$ cat config.mk
export PLATFORM = sky130hd
export DESIGN_NAME = pipe_reg_chain
export DESIGN_NICKNAME = d
export VERILOG_FILES = /design/src/rtl/pipe_reg_chain.sv
export SDC_FILE = /design/constraint.sdc
export NUM_CORES = 1
export LEC_CHECK = 0
export BUFFER_PORTS_ARGS = -buffer_cell sky130_fd_sc_hd__buf_4
export CAP_MARGIN = 5
export CORE_MARGIN = 1
export CORE_UTILIZATION = 47
export CTS_CLUSTER_DIAMETER = 100
export DETAILED_ROUTE_END_ITERATION = 8
export PLACE_DENSITY = 0.75
export SLEW_MARGIN = 20
export SYNTH_ARGS = -nofsm -noshare
export SYNTH_HDL_FRONTEND = slang
export SYNTH_SLANG_ARGS = --single-unit
export TNS_END_PERCENT = 5
$ cat constraint.sdc
create_clock -name clk -period 1.95 [get_ports clk]
set_input_delay 0 -clock clk [delete_from_list [all_inputs] [get_ports clk]]
set_output_delay 0 -clock clk [all_outputs]
set_load 0.02 [all_outputs]
$ cat src/rtl/pipe_reg_chain.sv
// Elastic DEPTH-stage register chain with valid/ready handshake. DEPTH cycles of latency.
// Bubbles collapse under a stalled output. Flush and hold gate both handshakes. Empty stages read SET_DATA.
module pipe_reg_chain #(
   parameter int unsigned         DW       = 32,
   parameter int unsigned         DEPTH    = 2,
   parameter logic [DW-1:0]       SET_DATA = DW'(32'h00000013),
   localparam int unsigned        CW       = $clog2(DEPTH + 1)
) (
   input  logic          clk,
   input  logic          rst,
   input  logic          flush_i,
   input  logic          hold_i,
   input  logic          in_valid_i,
   output logic          in_ready_o,
   input  logic [DW-1:0] data_i,
   output logic          out_valid_o,
   input  logic          out_ready_i,
   output logic [DW-1:0] data_o,
   output logic [CW-1:0] occupancy_o
);

   logic [DEPTH-1:0]         vld_q, vld_d;
   logic [DEPTH-1:0][DW-1:0] dat_q, dat_d;
   logic [CW-1:0]            occ_q, occ_d;
   logic [DEPTH-1:0]         adv;
   logic                     run;
   logic                     in_xfer;
   logic                     out_xfer;

   // adv[k] is true when any stage from k to the output is empty, or the output drains.
   // Flattened per stage so the ready chain has no bit-to-bit combinational feedback.
   always_comb begin
      adv = '0;
      for (int k = 0; k < DEPTH; k++) begin
         logic a;
         a = out_ready_i;
         for (int j = k; j < DEPTH; j++) begin
            a = a | ~vld_q[j];
         end
         adv[k] = a;
      end
   end

   assign run         = ~hold_i & ~flush_i;
   assign in_ready_o  = adv[0] & run & rst;
   assign out_valid_o = vld_q[DEPTH-1] & run;
   assign data_o      = dat_q[DEPTH-1];
   assign occupancy_o = occ_q;
   assign in_xfer     = in_valid_i & in_ready_o;
   assign out_xfer    = out_valid_o & out_ready_i;

   always_comb begin
      vld_d = vld_q;
      dat_d = dat_q;
      occ_d = occ_q;
      if (flush_i) begin
         vld_d = '0;
         dat_d = {DEPTH{SET_DATA}};
         occ_d = '0;
      end else if (!hold_i) begin
         if (adv[0]) begin
            vld_d[0] = in_xfer;
            dat_d[0] = in_xfer ? data_i : SET_DATA;
         end
         for (int k = 1; k < DEPTH; k++) begin
            if (adv[k]) begin
               vld_d[k] = vld_q[k-1];
               dat_d[k] = vld_q[k-1] ? dat_q[k-1] : SET_DATA;
            end
         end
         occ_d = occ_q + CW'(in_xfer) - CW'(out_xfer);
      end
   end

   always_ff @(posedge clk or negedge rst) begin
      if (!rst) begin
         vld_q <= '0;
         dat_q <= {DEPTH{SET_DATA}};
         occ_q <= '0;
      end else begin
         vld_q <= vld_d;
         dat_q <= dat_d;
         occ_q <= occ_d;
      end
   end

endmodule

==> results.txt <==
post-synthesis sequential area ratio: 60.87%
Synth cell types: 26
Worst Max-Slew Pin Slew: 0.8614 ns
post-route ant nets: 0
Mapped Avg Cell Area: 13.83 sq um
reg-to-reg setup timing slack: -0.05 ns
P per Cell Area: 734.1 nW/um^2
clock root buffer: clkbuf_8
clock share of power: 40.1%
Net Sw Frac: 23.44%
height of the chip: 79.29 microns
Max-Cap Viols: 0
Slew HR: 42.58%
status: complete, but fails checks
Switch Pwr: 0.0006574 W
routed length per instance: 17.10 microns
first-pass GRT wire length: 9.991 mm
syn nets: 243
Port-buffer cells: 73
clock period minus worst slack: 1.998 ns
max frequency: 500.5 MHz
crit share post-route: 102.5%
Remaining Overflow, GRT: 0
gpl congestion: 0.7145
CTS sink cnt: 68
mapped cell area: 2808 sq um
Die W: 79.29 microns
clk slew on worst S/H paths: 0.07 ns
register share of total power: 51.4%
H-tree Lvls: 3
num rows: 27
Initial Util: 49.77%
Inserted Clock Buffers: 9
# fillers: 420
fin util: 67.71%
LEAKAGE: 1.913 nW
pre-CTS WS: 0.01123 ns
Post-Route WL: 6.274 mm
YS warnings: 0
Synth Instances: 203
n_diodes: 0
crit path DAT: 2.27 ns
Worst Setup End Kind: register
clock buffer depth: 2
CP max FO: 3
Seq cells post-synth: 68
Pre-antenna DRT Iters: 4
synthesis-to-finish area growth: 36.05%
hpwl dp: 3.644 mm
Pint: 0.002147 W
RSZ-0062 raised after global routing: yes
Setup CP Type: reg2reg
vias per cell: 5.289
Final nets: 330
worst vdd ir: 505.5 uV
via count: 1,941
# IOs: 74
commonest non-fill, non-tap cell in the layout: buf_4
layout cells sized above 1: 49.15%
DRT iter0 DRCs: 90
CTS tree: done
Fin. Hold Viols: 0
vias in the first global route: 2,042
Max Transition Viols Final: 0
violated checks: setup timing
WHS Path Cells: 3
Worst setup SP type: register
Clock Skew: 0.007815 ns
clk_lat worst skew: 0.34 ns
Logic pwr share: 8.5%
core region area: 5642 sq um
worst hold path type: in2reg
antenna violations before repair: 0
FF-to-FF path depth: 9
WP data required: 2.22 ns
worst setup margin: -0.04795 ns
GRT Util Overall: 21.86%
Die Area: 6287 sq um
Final Setup Violations: 1
largest net degree at the start of global routing: 70
DR DRC count: 0
most frequent cells in the layout: buf_4, dfrtp_1, a22o_1
==> Yosys cell counts <==
master | instances | area (sq um)
a21o_1 | 2 | 15.01
a21o_2 | 2 | 17.52
a21oi_1 | 3 | 15.01
a22o_1 | 38 | 332.8
a22o_2 | 20 | 200.2
and2_2 | 1 | 7.510
and3_2 | 3 | 22.52
and4_1 | 1 | 8.760
buf_2 | 7 | 35.03
buf_4 | 33 | 247.7
buf_6 | 4 | 45.04
clkbuf_1 | 1 | 3.750
dfrtp_1 | 62 | 1551
dfstp_2 | 6 | 157.7
ha_1 | 2 | 25.02
inv_1 | 3 | 11.26
mux2i_1 | 1 | 10.01
nand2b_1 | 1 | 6.260
nand3_1 | 1 | 5.000
nand3b_1 | 1 | 7.510
nor2_1 | 1 | 3.750
nor2_2 | 1 | 6.260
o21ai_0 | 1 | 5.000
o22a_1 | 6 | 52.55
or3_1 | 1 | 6.260
xnor2_1 | 1 | 8.760
==> stage by stage <==
stage                     setup TNS (ns)  power, W  hold WS, ns  instance area, sq um  std cells
after floorplan                        0  0.001529      -0.2956                  2808        203
after global placement                 0  0.001639       0.2239                  3209        313
after detailed placement               0  0.001643       0.2295                  3209        313
after CTS                              0  0.002823      0.05078                  3762        365
after global routing             -0.1109  0.002938      0.07383                  3820        367
final                           -0.04795  0.002804      0.07819                  3820        367
==> power by group through the flow <==
stage	registers [W]	clock network, W	logic [W]
2_1_floorplan	0.00147	0	0.0000640
3_3_place_gp	0.00147	0	0.000173
3_5_place_dp	0.00147	0	0.000176
4_1_cts	0.00144	0.00115	0.000233
5_1_grt	0.00144	0.00123	0.000260
6_report	0.00144	0.00112	0.000239
==> flip-flops by register name, summed over array words and instances, names as in the netlist <==
register	flops
data_o	32
dat_q	32
occupancy_o	2
vld_q	2
==> final cells by class <==
class                   count  area (sq um)  share of cell area, %
clock inverters             7         67.56                  1.769
inverters                   3         13.76                 0.3603
clock buffers               9         123.9                  3.243
repair buffers            121          1008                  26.40
flip-flops and latches     68          1709                  44.74
multi-input cells          87         807.0                  21.13
well taps                  72         90.09                  2.358
==> timing repair <==
action,CTS,global route
gates cloned,0,0
hold buffers,35,0
setup buffers,1,2
pin swaps,2,5
resized for setup,1,9
endpoints found under the setup margin,1,1
hold endpoints to repair,96,0
==> cell families after synthesis <==
logic type	Yosys count	synth area share, %
buffers and inverters	48	12.21
DFF	68	60.87
xor gates and xnor gates	1	0.3120
muxes	1	0.3565
adders and majority gates	2	0.8911
and+or+nand+nor	11	2.630
AOI/OAI and AO/OA	72	22.73
==> path summary, 6_finish.rpt <==
check / to / startpoint
max in group asynchronous: dat_q[29] / rst
worst max register to register: occupancy_o[1] / vld_q[0]
min in group asynchronous: vld_q[0] / rst
worst min register to register: data_o[20] / dat_q[20]
worst max-delay path: occupancy_o[1] / vld_q[0]
worst min-delay path: data_o[1] / flush_i
==> worst max-delay path: stages (launching register included) <==
cell and delay (ns):
dfrtp_1 0.40, nand3b_1 0.12, and4_4 0.24, inv_4 0.05
ha_4 0.25, inv_2 0.04, ha_4 0.15, xnor2_2 0.14
or3_4 0.39, a21oi_2 0.15
==> per-layer routing <==
metal | track usage [%] | vias to the layer above | routed length, microns
li1 | - | 899 | -
met1 | 27.80 | 975 | 2714
met2 | 35.00 | 59 | 3179
met3 | 5.287 | 8 | 278
met4 | 10.55 | 0 | 102
met5 | 0 | - | 0
No activity file was read; power rests on OpenSTA's default activity.
